## config.mk

```make
export PLATFORM = sky130hd
export DESIGN_NAME = xm_mem_ctrl
export DESIGN_NICKNAME = d
export VERILOG_FILES = /design/src/rtl/xm_mem_ctrl.sv
export SDC_FILE = /design/constraint.sdc
export NUM_CORES = 1
export LEC_CHECK = 0
export ABC_AREA = 1
export BUFFER_PORTS_ARGS = -buffer_cell sky130_fd_sc_hd__buf_2
export CORE_ASPECT_RATIO = 0.75
export CORE_MARGIN = 4
export CORE_UTILIZATION = 55
export CTS_CLUSTER_SIZE = 24
export DETAILED_ROUTE_END_ITERATION = 10
export PLACE_DENSITY = 0.79
export SYNTH_ARGS = -nofsm -noshare
export SYNTH_HDL_FRONTEND = slang
export SYNTH_SLANG_ARGS = --single-unit
```

## constraint.sdc

```tcl
create_clock -name clock -period 7.4 [get_ports clock]
set_input_delay 1.48 -clock clock [delete_from_list [all_inputs] [get_ports clock]]
set_output_delay 1.48 -clock clock [all_outputs]
set_load 0.01 [all_outputs]
```

## src/rtl/xm_mem_ctrl.sv

```systemverilog
// rtl/xm_mem_ctrl.sv - X/M memory-stage controller: store buffer, req/ack memory port, pipeline stall
`timescale 1ns/1ps
module xm_mem_ctrl #(
  parameter int         DATA_W = 32,
  parameter int         ADDR_W = 12,
  parameter int         DEPTH  = 4,
  parameter logic [4:0] OPC_SW = 5'b00111,
  parameter logic [4:0] OPC_LW = 5'b01000
) (
  input  logic                       clock,
  input  logic                       reset,
  input  logic [31:0]                instruction,
  input  logic                       valid,
  input  logic [ADDR_W-1:0]          addr,
  input  logic [DATA_W-1:0]          wdata,
  output logic                       stall,
  output logic                       mem_req,
  output logic                       mem_we,
  output logic [ADDR_W-1:0]          mem_addr,
  output logic [DATA_W-1:0]          mem_wdata,
  input  logic                       mem_ack,
  input  logic [DATA_W-1:0]          mem_rdata,
  output logic [DATA_W-1:0]          load_data,
  output logic                       load_done,
  output logic [$clog2(DEPTH+1)-1:0] sb_count
);

  localparam int PTR_W = $clog2(DEPTH);
  localparam int CNT_W = $clog2(DEPTH+1);

  typedef enum logic [1:0] {IDLE, WR, RD, RDONE} state_t;

  state_t            state;
  state_t            state_d;
  logic [PTR_W-1:0]  head;
  logic [PTR_W-1:0]  tail;
  logic [ADDR_W-1:0] sb_addr [DEPTH];
  logic [DATA_W-1:0] sb_data [DEPTH];
  logic              is_sw;
  logic              is_lw;
  logic              full;
  logic              push;
  logic              pop;
  logic              unused_bits;

  assign unused_bits = ^instruction[26:0];

  assign is_sw = valid & (instruction[31:27] == OPC_SW);
  assign is_lw = valid & (instruction[31:27] == OPC_LW);
  assign full  = (sb_count == CNT_W'(DEPTH));
  // A full buffer refuses the push even when the head pops this cycle.
  assign push  = is_sw & ~full;
  assign pop   = (state == WR) & mem_ack;

  always_ff @(posedge clock) begin
    if (push) begin
      sb_addr[tail] <= addr;
      sb_data[tail] <= wdata;
    end
  end

  always_ff @(posedge clock or posedge reset) begin
    if (reset) begin
      head     <= '0;
      tail     <= '0;
      sb_count <= '0;
    end else begin
      if (push) tail <= tail + PTR_W'(1);
      if (pop)  head <= head + PTR_W'(1);
      case ({push, pop})
        2'b10:   sb_count <= sb_count + CNT_W'(1);
        2'b01:   sb_count <= sb_count - CNT_W'(1);
        default: sb_count <= sb_count;
      endcase
    end
  end

  always_ff @(posedge clock or posedge reset) begin
    if (reset) state <= IDLE;
    else       state <= state_d;
  end

  // Buffered stores drain before any load so memory sees program order.
  always_comb begin
    state_d = state;
    case (state)
      IDLE: begin
        if (sb_count != '0) state_d = WR;
        else if (is_lw)     state_d = RD;
      end
      WR:      if (mem_ack) state_d = IDLE;
      RD:      if (mem_ack) state_d = RDONE;
      RDONE:   state_d = IDLE;
      default: state_d = IDLE;
    endcase
  end

  always_comb begin
    mem_req   = (state == WR) | (state == RD);
    mem_we    = (state == WR);
    load_done = (state == RDONE);
    stall     = ~reset & ((is_sw & full) | (is_lw & (state != RDONE)));
  end

  always_ff @(posedge clock or posedge reset) begin
    if (reset) begin
      mem_addr  <= '0;
      mem_wdata <= '0;
      load_data <= '0;
    end else begin
      if (state == IDLE) begin
        if (sb_count != '0) begin
          mem_addr  <= sb_addr[head];
          mem_wdata <= sb_data[head];
        end else if (is_lw) begin
          mem_addr  <= addr;
        end
      end
      if ((state == RD) && mem_ack) load_data <= mem_rdata;
    end
  end

endmodule
```

; Word level (Yosys, flattened, before mapping)
; Memories as Yosys holds them, arrays and structs flattened. A register that Yosys moved wholly into a read port is not among the register bits.
; Index checks and enable logic that the tools add are counted.
[word_totals]
word_cells = 53
in_bits = 112
out_inout_bits = 83
mem_bits_rw = 176
memories = 2
ff_bits = 53
[memory_table]
columns = name, depth, width, rd, rd_ports_with_merged_regs, write_ports, line
row1 = sb_data, 4, 32, 1, 1, 1, 38  ; logic [DATA_W-1:0] sb_data [DEPTH];
row2 = sb_addr, 4, 12, 1, 0, 1, 37  ; logic [ADDR_W-1:0] sb_addr [DEPTH];
[op_classes]
n_bitwise = 11
n_reduce_logical = 8
n_mux = 10
eq_ne = 12
addsub = 4
[op_table]
columns = op, count
row1 = 12-bit 2-to-1 mux, 2
row2 = 2-bit 2-to-1 mux, 4
row3 = 2-bit one-hot mux with 4 select lines, 1
row4 = 1-bit bitwise AND, 7
row5 = 2-bit == test (second input constant), 3
row6 = 3-bit one-hot mux with 2 select lines, 1
row7 = 5-bit by 3-bit == test with 1-bit output (second input constant), 1
row8 = 5-bit by 4-bit == test with 1-bit output (second input constant), 1
row9 = 2-bit by 1-bit adder with 2-bit output (second input constant), 2
row10 = 2-bit by 1-bit == test with 1-bit output (second input constant), 2
row11 = 2-bit != test (second input constant), 2
row12 = 2-bit AND reduction, 2
row13 = 2-bit nonzero test, 2
row14 = 3-bit by 1-bit adder with 3-bit output (second input constant), 1
row15 = 3-bit == test (second input constant), 1
row16 = 3-bit != test (second input constant), 1
row17 = 3-bit AND reduction, 1
row18 = 3-bit nonzero test, 1
row19 = 3-bit by 1-bit subtractor with 3-bit output (second input constant), 1
row20 = 2-bit zero test, 1
row21 = 1-bit 2-to-1 mux, 2
row22 = 2-bit by 1-bit != test with 1-bit output (second input constant), 1
row23 = 1-bit NOT, 2
row24 = 1-bit OR, 2
row25 = 1-bit logical AND, 1

; Logic depth before layout (Yosys ltp)
[depth]
ltp_word = 5
depth_mapped = 11
mapped_depth_nobuf = 11

; Worst setup path after synthesis
; No wires, ideal clock.
[synth_timing]
path_kind = input -> output
startpoint = input port reset
endpoint = output port stall
required_ns = 5.920
path_buffers = 0
arrival_ns = 3.577
path_slack_ns = 2.343
stages = 2
path_cell_list = inv_1 -> o21a_1
[synth_via]
elab_chain_len = 2
[synth_lines]
columns = item, line
row1 = start: declaration, 11  ; input logic reset,
row2 = 1-bit NOT, 102  ; stall = ~reset & ((is_sw & full) | (is_lw & (state != RDONE)));
row3 = 1-bit bitwise AND, 102
row4 = end: declaration, 16  ; output logic stall,
; No other way between the ends.

; Worst setup path after layout
[layout_timing]
startpoint = input port instruction[31]
endpoint = output port stall
[layout_via]
elab_chain_len = 5
word_cells_on_any_way = 8
classes_between = eq/ne (2) / bitwise (6)
[layout_lines]
columns = item, line
row1 = start: declaration, 12  ; input logic [31:0] instruction,
row2 = 5-bit by 3-bit == test with 1-bit output / 5-bit by 4-bit == test with 1-bit output (equally long branches), "48, 49"
row3 = 1-bit bitwise AND (on tied branches), "48, 49"
row4 = 1-bit bitwise AND, 102
row5 = 1-bit OR *, 102
row6 = 1-bit bitwise AND *, 102
; Every way passes the cells marked *; elsewhere a longest branch is shown, timed or not.

==> results by group <==
Outcome
  • Status: finished clean

Placed design
  • Dpl ws: 3.66 ns
  • Dpl hpwl: 12,300 um
  • PortBufs: 167
  • Routability Congestion: 0.718
  • Placed standard-cell area: between 0.01 and 0.015 mm^2

Route
  • DR iter-0 viols: 557
  • Vias/cell: 5.43
  • Routed Antenna Nets: 0
  • Total detailed-routing wirelength: between 20,000 and 25,000 um
  • Drt drc: 0
  • DR vias: roughly 6,800
  • Pre-antenna DRT Iters: 5
  • Drt wl/cell: approximately 18 um

Pwr
  • Leakage: between 5 and 6 nW
  • Maximum vdd drop: 0.280 mV
  • Power per cell area: 412 mW/mm^2

STA
  • Max Clock Skew: 0.0101 ns
  • Fin crit share: 50.2%
  • Endpoints failing setup: 0
  • Max-slew violation count: 0
  • Sum Neg Setup Slack: 0 ns
  • Final hold violation count: 0
  • Slew margin rel.: between 30% and 40%
  • Crit path time final: 3.72 ns
  • Worst-Margin Slew: 0.951 ns
  • Unrepaired setup endpoints after global routing: false
  • WHS: ~0.48 ns
  • Max frequency: about 270 MHz
  • Final setup margin: between 3 and 4 ns

Clocking
  • CTS tree: yes
  • Worst-skew pair later-pin latency: 0.51 ns
  • CTS clk-pin slew, worst paths: about 0.060 ns
  • PostCTS Resize Cnt: 0
  • Post-CTS Repair Setup Buffers: 0
  • Post-CTS Hold Buffers: 0
  • # H-tree levels: 1
  • Total CTS buffers: 25
  • Clock sinks: 261
  • Root Driver: clkbuf_16
  • Clk buf depth: 3

Synthesis
  • Most frequent cell after synthesis: nand2_1
  • Mapped Area: 0.0103 mm^2
  • Simple-Gate Fraction of Synth Area: 12.2%
  • Mux contribution to synthesized area: under 10%
  • Adder-cell area share of the yosys netlist: under 10%
  • Sequential element share of the synthesized area: 71.9%
  • Synth Area in XOR/XNOR: less than 1%
  • Ys flop type: edfxtp_1
  • Post-synth EDFFs: 176
  • Fraction of registers with async set/reset: 32.6%
  • Mean area per synthesized cell: 12.6 um^2
  • Share of Yosys cell area claimed by the top area cell type: 51.3%
  • Synth top area cells: edfxtp_1 51%, dfrtp_1 21%, nand2_1 6.9%
  • Synth warn: 0
  • Distinct cells, synth: 31
  • Syn Nets: 944
  • Top cells by count, synth: 189 x nand2_1, 176 x edfxtp_1, 85 x dfrtp_1, 76 x nor2_1, 75 x o21ai_0
  • Cells after Synth: 821
  • Yosys top cell by area: edfxtp_1
  • Synth Register Bits: 261
  • Largest family of logic cells by synthesized area: simple AND/OR/NAND/NOR gates
  • Compound-gate portion of the synthesized area: 6.94%

Floorplan
  • Die Wd: 166 um
  • Die area: about 0.021 mm^2
  • # IOs: approximately 200
  • Die height: roughly 130 um
  • Initial Utilization: 55.9%
  • Core ar.: 0.0185 mm^2
  • Core Rows: between 40 and 50

Critical path
  • Worst-path fanout max: 2
  • Crit path max-delay cell type: nor2_1
  • Crit path launch type: input port
  • Crit-path max cell delay: 0.16 ns
  • Crit-path cells: buf_2 -> nor2_1 -> nand2_1 -> nor3_1 -> o21a_1 -> buf_2
  • Data arrival time of the worst path: 2.24 ns
  • Crit end category: primary output
  • CP dominant cell by count: buf_2
  • Crit Path Category: input port to primary output
  • Required time worst endpoint: 5.92 ns

Global route
  • Number of global-route vias before repair: 6,813
  • Total GRT Usage: 20.6%
  • Largest net degree at the start of global routing: 90
  • Total gr overflow: 0
  • First-pass GRT wire length: 35,200 um
  • Initial antenna violation count: 4

Cells and area
  • Fill count: 1,359
  • Seq. cell area: around 0.0074 mm^2
  • Share of post-route cells with drive strength above 1: 26.7%
  • Final net count: 1,101
  • Post-route cell area: 0.0122 mm^2
  • Area occupied by multi-input gates: 0.00254 mm^2
  • Area Growth Syn to Fin: 18.1%

Flow run
  • Max Cap Viol: 0

Worst hold path
  • Hold crit path type: flop to flop
-- layout by cell type (no fill, tap or decap), types with 2 or more instances in the layout --
cell type / Yosys / final
buf_2: 18 / 167
buf_4: 7 / 8
bufinv_16: 0 / 6
clkbuf_16: 0 / 26
clkinv_2: 1 / 6
clkinv_4: 0 / 2
clkinvlp_4: 0 / 3
dfrtp_1: 85 / 83
dfrtp_2: 0 / 2
diode_2: 0 / 2
edfxtp_1: 176 / 176
ha_1: 10 / 10
inv_1: 18 / 17
inv_4: 2 / 3
mux2_2: 32 / 32
nand2_1: 189 / 189
nand3_1: 42 / 42
nor2_1: 76 / 72
nor2_4: 0 / 4
o21ai_0: 75 / 75
o21ai_1: 24 / 24
o22ai_1: 32 / 32
xor2_1: 3 / 3
-- final cells by class --
type                    instances  share of cell area, %
flip-flops and latches        261                   60.9
inverters                      22                  0.750
well taps                     247                   2.54
repair buffers                175                   7.36
diodes                          2                 0.0411
multi-input cells             493                   20.9
clock inverters                17                   2.09
clock buffers                  28                   5.49
-- metal layers --
| layer | track usage [%] | up-vias | part of all wire [%] |
|---|---|---|---|
| met5 | 0 | - | 0.15 |
| met4 | 5.19 | 6 | 2.0 |
| met3 | 4.64 | 40 | 7.6 |
| met2 | 33.3 | 227 | 48 |
| met1 | 29.0 | 3304 | 43 |
| li1 | - | 3185 | - |
-- kinds of logic after synthesis --
group	after synthesis
simple gates	312
flops	261
compound gates	134
buf+inv	67
mux	32
fa+ha+maj	11
xor+xnor	4
-- registers in the layout, summed over array words and instances (netlist names) --
signal,cells
mem_wdata,32
state,2
sb_addr,48
sb_data,128
tail,2
mem_addr,12
head,2
load_data,32
sb_count,3
-- through the flow --
stage	util, %	instances	total power [mW]
4_1_cts	66.0	1243	5.05
2_1_floorplan	-	821	3.17
3_5_place_dp	61.0	1198	3.65
6_report	66.0	1245	5.01
5_1_grt	66.0	1244	5.34
3_3_place_gp	61.0	1198	3.60
-- final timing paths --
check / from / to / slack (ns) / cells after the start
worst max-delay path: instruction[31] / stall / 3.68 / 6
worst min-delay path: mem_addr[3] / mem_addr[3] / 0.48 / 2
worst max register to register: head[1] / mem_wdata[30] / 4.72 / 5
worst min register to register: mem_addr[3] / mem_addr[3] / 0.48 / 2
max in group asynchronous: reset / head[1] / 5.27 / 3
min in group asynchronous: reset / mem_wdata[22] / 0.98 / 2
-- report_power, final --
group	switching [mW]	internal, mW
registers	0.163	1.81
clock network	0.533	0.864
logic	1.05	0.588
total	1.75	3.26
-- critical path, delay by kind of cell --
family | cells | cell delay, ns
simple gates | 3 | 0.41
buf+inv | 2 | 0.22
compound gates | 1 | 0.13
(Power assumes the default switching activity.)
